$ cat src/rtl/ulaplus_pal_pkg.sv
// rtl/ulaplus_pal_pkg.sv - shared types and constants for the ULAplus palette controller
//
// Purpose: register-group encoding of addr_reg[7:6] and the default I/O port
//          addresses used as parameter defaults by ulaplus_pal.
// Ports:   none (package).
package ulaplus_pal_pkg;

  typedef enum logic [1:0] {
    GRP_PALETTE = 2'b00,
    GRP_MODE    = 2'b01
  } ulaplus_group_t;

  localparam logic [15:0] ULAPLUS_PORT_REG  = 16'hBF3B;
  localparam logic [15:0] ULAPLUS_PORT_DATA = 16'hFF3B;

endpackage

$ cat src/rtl/ulaplus_pal_wfifo.sv
// rtl/ulaplus_pal_wfifo.sv - synchronous valid/ready write FIFO for palette updates
//
// Purpose: buffers palette writes towards the palette RAM arbiter.
// Ports:   clk28, rst_n (async, active-low)
//          push/data_in/full  - write side (push while full is refused unless a pop
//                               happens in the same cycle)
//          valid/ready/data_out - read side; head is stable while valid && !ready
module ulaplus_wfifo #(
  parameter int WIDTH = 8,
  parameter int DEPTH = 4
) (
  input  logic             clk28,
  input  logic             rst_n,
  input  logic             push,
  input  logic [WIDTH-1:0] data_in,
  output logic             full,
  output logic             valid,
  input  logic             ready,
  output logic [WIDTH-1:0] data_out
);

  localparam int AW = $clog2(DEPTH);

  // Pointers carry one extra wrap bit to tell full from empty.
  logic [AW:0]      wr_ptr_q, wr_ptr_d;
  logic [AW:0]      rd_ptr_q, rd_ptr_d;
  logic [WIDTH-1:0] mem_q [DEPTH];
  logic             pop;
  logic             wr_en;

  always_comb begin
    valid    = (wr_ptr_q != rd_ptr_q);
    full     = (wr_ptr_q[AW] != rd_ptr_q[AW]) &&
               (wr_ptr_q[AW-1:0] == rd_ptr_q[AW-1:0]);
    pop      = valid && ready;
    // A pop in the same cycle frees the slot the push needs.
    wr_en    = push && (!full || pop);
    wr_ptr_d = wr_en ? wr_ptr_q + {{AW{1'b0}}, 1'b1} : wr_ptr_q;
    rd_ptr_d = pop   ? rd_ptr_q + {{AW{1'b0}}, 1'b1} : rd_ptr_q;
    data_out = mem_q[rd_ptr_q[AW-1:0]];
  end

  always_ff @(posedge clk28 or negedge rst_n) begin
    if (!rst_n) begin
      wr_ptr_q <= '0;
      rd_ptr_q <= '0;
    end else begin
      wr_ptr_q <= wr_ptr_d;
      rd_ptr_q <= rd_ptr_d;
    end
  end

  always_ff @(posedge clk28) begin
    if (wr_en) begin
      mem_q[wr_ptr_q[AW-1:0]] <= data_in;
    end
  end

endmodule

$ cat src/rtl/ulaplus_pal.sv
// rtl/ulaplus_pal.sv - ULAplus port decoder, palette shadow and palette write forwarder
//
// Purpose: decodes the ULAplus register/data ports, keeps a readable shadow of the
//          palette, holds the mode bits and forwards palette writes through a FIFO.
// Optional: ULAPLUS_AUTOINC_EN - palette index auto-increments after data accesses.
// Ports:   clk28, rst_n (async, active-low), en (block enable)
//          ioreq, a, d, rd, wr   - CPU I/O bus (levels held for the whole access)
//          d_out, d_out_active   - registered read data and bus-drive enable
//          active, grey          - video path controls
//          pal_wr_valid/addr/data/ready - palette write stream to the arbiter
//          pal_ovf               - sticky: a palette write was dropped (FIFO full)
module ulaplus_pal
  import ulaplus_pal_pkg::*;
#(
  parameter int          ENTRIES    = 64,
  parameter int          FIFO_DEPTH = 4,
  parameter logic [15:0] PORT_REG   = ULAPLUS_PORT_REG,
  parameter logic [15:0] PORT_DATA  = ULAPLUS_PORT_DATA,
  localparam int         IDX_W      = $clog2(ENTRIES)
) (
  input  logic             clk28,
  input  logic             rst_n,
  input  logic             en,
  input  logic             ioreq,
  input  logic [15:0]      a,
  input  logic [7:0]       d,
  input  logic             rd,
  input  logic             wr,
  output logic [7:0]       d_out,
  output logic             d_out_active,
  output logic             active,
  output logic             grey,
  output logic             pal_wr_valid,
  output logic [IDX_W-1:0] pal_wr_addr,
  output logic [7:0]       pal_wr_data,
  input  logic             pal_wr_ready,
  output logic             pal_ovf
);

  logic [7:0]       addr_q, addr_d;
  logic             active_q, active_d;
  logic             grey_q, grey_d;
  logic             ovf_q, ovf_d;
  logic             reg_wr_prev_q, reg_wr_prev_d;
  logic             data_wr_prev_q, data_wr_prev_d;
  logic             d_out_active_q, d_out_active_d;
  logic [7:0]       d_out_q, d_out_d;
`ifdef ULAPLUS_AUTOINC_EN
  logic             inc_pend_q, inc_pend_d;
  logic             rd_end;
`endif

  logic [7:0]       shadow_q [ENTRIES];
  logic             cs_reg, cs_data, rd_now;
  logic             reg_wr_stb, data_wr_stb;
  logic             is_pal, is_mode_grp, mode_sel;
  logic [IDX_W-1:0] idx;
  logic [7:0]       rd_mux;
  logic             push, fifo_full;

  always_comb begin
    cs_reg         = en && ioreq && (a == PORT_REG);
    cs_data        = en && ioreq && (a == PORT_DATA);
    reg_wr_prev_d  = cs_reg && wr;
    data_wr_prev_d = cs_data && wr;
    // Rising-edge detect on the decoded condition: a held wr acts once.
    reg_wr_stb     = reg_wr_prev_d && !reg_wr_prev_q;
    data_wr_stb    = data_wr_prev_d && !data_wr_prev_q;
    rd_now         = cs_data && rd;

    idx         = addr_q[IDX_W-1:0];
    is_pal      = (addr_q[7:6] == GRP_PALETTE);
    is_mode_grp = (addr_q[7:6] == GRP_MODE);
    mode_sel    = is_mode_grp && (addr_q[5:0] == 6'd0);
    push        = data_wr_stb && is_pal;

    rd_mux = 8'h00;
    if (is_pal) begin
      rd_mux = shadow_q[idx];
    end else if (is_mode_grp) begin
      rd_mux = {6'b0, grey_q, active_q};
    end

    d_out_active_d = rd_now;
    d_out_d        = rd_now ? rd_mux : 8'h00;

    active_d = active_q;
    grey_d   = grey_q;
    if (!en) begin
      active_d = 1'b0;
      grey_d   = 1'b0;
    end else if (data_wr_stb && mode_sel) begin
      active_d = d[0];
      grey_d   = d[1];
    end

    // Overflow only when the push really loses its slot (no same-cycle pop).
    ovf_d = ovf_q || (push && fifo_full && !(pal_wr_valid && pal_wr_ready));

    addr_d = addr_q;
`ifdef ULAPLUS_AUTOINC_EN
    // d_out_active_q is the registered read condition, so it doubles as rd history.
    rd_end     = d_out_active_q && !rd_now;
    inc_pend_d = push;
    if (inc_pend_q || (rd_end && is_pal)) begin
      addr_d[IDX_W-1:0] = idx + {{(IDX_W-1){1'b0}}, 1'b1};
    end
`endif
    if (reg_wr_stb) begin
      addr_d = d;
    end
  end

  always_ff @(posedge clk28 or negedge rst_n) begin
    if (!rst_n) begin
      addr_q         <= 8'h00;
      active_q       <= 1'b0;
      grey_q         <= 1'b0;
      ovf_q          <= 1'b0;
      reg_wr_prev_q  <= 1'b0;
      data_wr_prev_q <= 1'b0;
      d_out_active_q <= 1'b0;
      d_out_q        <= 8'h00;
`ifdef ULAPLUS_AUTOINC_EN
      inc_pend_q     <= 1'b0;
`endif
    end else begin
      addr_q         <= addr_d;
      active_q       <= active_d;
      grey_q         <= grey_d;
      ovf_q          <= ovf_d;
      reg_wr_prev_q  <= reg_wr_prev_d;
      data_wr_prev_q <= data_wr_prev_d;
      d_out_active_q <= d_out_active_d;
      d_out_q        <= d_out_d;
`ifdef ULAPLUS_AUTOINC_EN
      inc_pend_q     <= inc_pend_d;
`endif
    end
  end

  // Shadow palette has no reset; it is written even when the FIFO drops the entry.
  always_ff @(posedge clk28) begin
    if (push) begin
      shadow_q[idx] <= d;
    end
  end

  ulaplus_wfifo #(
    .WIDTH (IDX_W + 8),
    .DEPTH (FIFO_DEPTH)
  ) u_wfifo (
    .clk28    (clk28),
    .rst_n    (rst_n),
    .push     (push),
    .data_in  ({idx, d}),
    .full     (fifo_full),
    .valid    (pal_wr_valid),
    .ready    (pal_wr_ready),
    .data_out ({pal_wr_addr, pal_wr_data})
  );

  assign d_out        = d_out_q;
  assign d_out_active = d_out_active_q;
  assign active       = active_q;
  assign grey         = grey_q;
  assign pal_ovf      = ovf_q;

endmodule

$ cat config.mk
export PLATFORM = sky130hd
export DESIGN_NAME = ulaplus_pal
export DESIGN_NICKNAME = d
export VERILOG_FILES = /design/src/rtl/ulaplus_pal_pkg.sv /design/src/rtl/ulaplus_pal_wfifo.sv /design/src/rtl/ulaplus_pal.sv
export SDC_FILE = /design/constraint.sdc
export NUM_CORES = 1
export LEC_CHECK = 0
export ABC_AREA = 0
export BUFFER_PORTS_ARGS = -buffer_cell sky130_fd_sc_hd__buf_4
export CAP_MARGIN = 20
export CORE_ASPECT_RATIO = 1.75
export CORE_MARGIN = 3
export CORE_UTILIZATION = 28
export CTS_CLUSTER_DIAMETER = 150
export DETAILED_ROUTE_END_ITERATION = 8
export GPL_ROUTABILITY_DRIVEN = 0
export PLACE_DENSITY_LB_ADDON = 0.15
export SYNTH_ARGS = -nofsm -noshare
export SYNTH_HDL_FRONTEND = slang
export SYNTH_SLANG_ARGS = --single-unit
$ cat constraint.sdc
create_clock -name clk28 -period 3.4 [get_ports clk28]
set_input_delay 0.17 -clock clk28 [delete_from_list [all_inputs] [get_ports clk28]]
set_output_delay 0.17 -clock clk28 [all_outputs]
set_load 0.005 [all_outputs]
==> flow_metrics.env <==
export IMPL_portBuffers=57
export IMPL_place_area_um2=26300
export IMPL_fin_area_um2=28100
export IMPL_root_buffer="clkbuf_16"
export IMPL_grt_total_usage=0.169
export IMPL_fin_crit_ns=3.05
export IMPL_n_antenna_cell=0
export IMPL_grt_overflow_total=0
export IMPL_cts_sinks=596
export IMPL_dr_total_vias=13219
export IMPL_grt_use_met1=0.182
export IMPL_clk_pin_slew_worst_paths_ns=0.07
export IMPL_yosys_area_top_type_share=0.715
export IMPL_num_rows=141
export IMPL_ant_nets=0
export IMPL_path_buf_inv=3
export IMPL_clk_path_buf_depth=3
export IMPL_skew_ns=0.0421
export IMPL_die_h_um=392
export IMPL_cts_inserted_buffers=55
export IMPL_syn_inst=1329
export IMPL_post_cts_resized=0
export IMPL_max_cap_viol_count=0
export IMPL_synth_edf_count=568
export IMPL_grt_busiest_layer="met2"
export IMPL_ys_seq_area_frac=0.744
export IMPL_met3_usage=0.0215
export IMPL_remaining_drc_errors=0
export IMPL_core_area_um2=84500
export IMPL_dr_pass1_iters=5
export IMPL_drive_above_1_share=0.269
export IMPL_crit_type="flip-flop to flip-flop"
export IMPL_syn_num_nets=1365
export IMPL_power_frac_seq=0.541
export IMPL_start_kind="flip-flop"
export IMPL_grt_pass1_wl_mm=106
export IMPL_clk_latency_ns=0.62
export IMPL_die_w_um=227
export IMPL_final_hold_viol_count=0
export IMPL_ir_worst_vdd_uv=364
export IMPL_drt_iter0_markers=1059
export IMPL_slowest_stage="a2111oi_1"
export IMPL_ys_ff_latch=596
export IMPL_crit_chain="buf_12, buf_4, mux2i_1, mux4_2, a21oi_1, buf_4, a2111oi_1, a31oi_1"
export IMPL_clockPowerShare=0.418
export IMPL_cpMostUsedCell="buf_4"
export IMPL_r2r_start="addr_q[2]"
export IMPL_ctsHoldBuffers=8
export IMPL_critPathMaxStageDelay_ns=0.65
export IMPL_postSynthAreaPerCell_um2=17.9
export IMPL_timing_final_crit_share=0.898
export IMPL_finalSetupTns_ns=0
export IMPL_hold_class="input pin to asynchronous set/reset pin"
export IMPL_ys_top_cells_by_area="edfxtp_1 (71%), mux4_2 (4.8%), dfrtp_1 (2.9%)"
export IMPL_cts_tree="yes"
export IMPL_layout_nets=1545
export IMPL_r2r_cells=8
export IMPL_antenna_found_initial=1
export IMPL_setup_violations=0
export IMPL_rsz0062_at_grt="false"
export IMPL_syn_area_um2=23900
export IMPL_most_common_layout_cells="edfxtp_1 (568), buf_4 (192), nor2_1 (77)"
export IMPL_fin_util=0.333
export IMPL_grt_max_degree=71
export IMPL_grt_pass1_vias=13758
export IMPL_start_util=0.282
export IMPL_dpl_hpwl_mm=50.4
export IMPL_worst_pin_slew_ns=0.985
export IMPL_power_mw=14.9
export IMPL_p_per_area_nw_per_um2=530
export IMPL_wl_mm=75.6
export IMPL_p_comb_frac=0.041
export IMPL_place_ws_ns=0.369
export IMPL_relSlewSlack=0.344
export IMPL_async_reset_ff_frac=0.0470
export IMPL_synthFlopType="edfxtp_1"
export IMPL_io_pins=58
export IMPL_arrival_ns=3.51
export IMPL_post_cts_buffers=0
export IMPL_synth_largest_area_cell="edfxtp_1"
export IMPL_area_growth_pct=17.9
export IMPL_cp_top_family="compound AO/OA/AOI/OAI gates"
export IMPL_worst_setup_path_end_kind="flip-flop"
export IMPL_h_tree_depth=2
export IMPL_routedWlPerCell_um=28.8
export IMPL_use_met2=0.323
export IMPL_synth_cell_types=73
export IMPL_r2r_slack_ns=0.35
export IMPL_switching_share=0.215
export IMPL_fmax_mhz=328
export IMPL_final_common_cell="edfxtp_1"
export IMPL_avgViaCountPerCell=5.03
export IMPL_p_switching_mw=3.20
export IMPL_status="complete, no violations"
export IMPL_r2r_end="d_out[7]"
export IMPL_leakage_nw=9.03
export IMPL_setup_ws_ns=0.348
export IMPL_drv_slew=0
export IMPL_dieArea_um2=88900
export IMPL_ys_warn_count=0
export IMPL_worstPathRequired_ns=3.86
export IMPL_p_int_mw=11.7
export IMPL_worstPathMaxFanout=45
## how the worst max path moves through the flow
| stage | depth (start not counted) | startpoint | to | slack, ns |
|---|---|---|---|---|
| after detailed placement | 8 | addr_q[2] | d_out[7] | 0.37 |
| after CTS | 8 | addr_q[2] | d_out[7] | 0.36 |
| after floorplan | 7 | addr_q[2] | shadow_q[17][0] | 1.02 |
| after global placement | 8 | addr_q[2] | d_out[7] | 0.33 |
| after global routing | 8 | addr_q[2] | d_out[7] | 0.27 |
| final | 8 | addr_q[2] | d_out[7] | 0.35 |
## synth_stat cells (19+ instances only)
cell      instances
mux2i_1          64
mux2_2           43
a22oi_1          23
mux4_2           51
a221oi_1         46
a21oi_1          34
buf_2            34
nand3_1          19
nand2_1          41
nor2_1           78
edfxtp_1        568
o21ai_0          20
dfrtp_1          28
## registers in the layout (all words and copies together), names as in the netlist
signal / cells
d_out_active: 1
u_wfifo.wr_ptr_q: 3
pal_ovf: 1
u_wfifo.mem_q: 56
shadow_q: 512
data_wr_prev_q: 1
grey: 1
active: 1
d_out: 8
u_wfifo.rd_ptr_q: 3
reg_wr_prev_q: 1
addr_q: 8
## layout make-up
| cell class | count | area [um^2] |
|---|---|---|
| Clock buffer | 62 | 1420 |
| Timing Repair Buffer | 208 | 1680 |
| Inverter | 8 | 30.0 |
| Clock inverter | 41 | 360 |
| Fill cell | 8000 | 56400 |
| Multi-Input combinational cell | 640 | 5520 |
| Sequential cell | 596 | 17800 |
| Tap cell | 1072 | 1340 |
## worst register-to-register path: stages (launching register included)
cell,delay (ns)
dfrtp_4,0.64
buf_12,0.33
buf_4,0.36
mux2i_1,0.23
mux4_2,0.29
a21oi_1,0.07
buf_4,0.18
a2111oi_1,0.65
a31oi_1,0.17
## per-stage QoR
step	hold WS (ns)	instances
6_report	0.0409	2627
5_1_grt	0.0515	2627
4_1_cts	0.0153	2627
3_5_place_dp	0.151	2516
3_3_place_gp	0.149	2516
2_1_floorplan	-0.126	1329
## per-layer routing
metal / routed length, um / share of wire
met1: 27000 / 0.36
met2: 41800 / 0.55
met5: 0 / 0
met3: 2930 / 0.039
met4: 3920 / 0.052
## cell families (layout without fill, tap and decap cells)
kind of cell | count (synthesis) | after routing | share of synthesized area
AO/OA/AOI/OAI | 220 | 220 | 0.0688
buffers and inverters | 93 | 319 | 0.0244
XOR/XNOR | 7 | 7 | 0.00257
adder cells (fa/ha/maj) | 5 | 5 | 0.00262
flip-flops | 596 | 596 | 0.744
AND/OR/NAND/NOR | 243 | 243 | 0.0572
multiplexers | 165 | 165 | 0.100
## power by group through the flow
stage                     registers (mW)  logic, mW  clock network [mW]
after floorplan                     8.21      0.274                   0
after global placement              8.22      0.636                   0
after detailed placement            8.22      0.645                   0
after CTS                           8.06      0.651                6.42
after global routing                8.06      0.675                6.68
final                               8.06      0.615                6.24
Power figures use the tool's default switching activity.
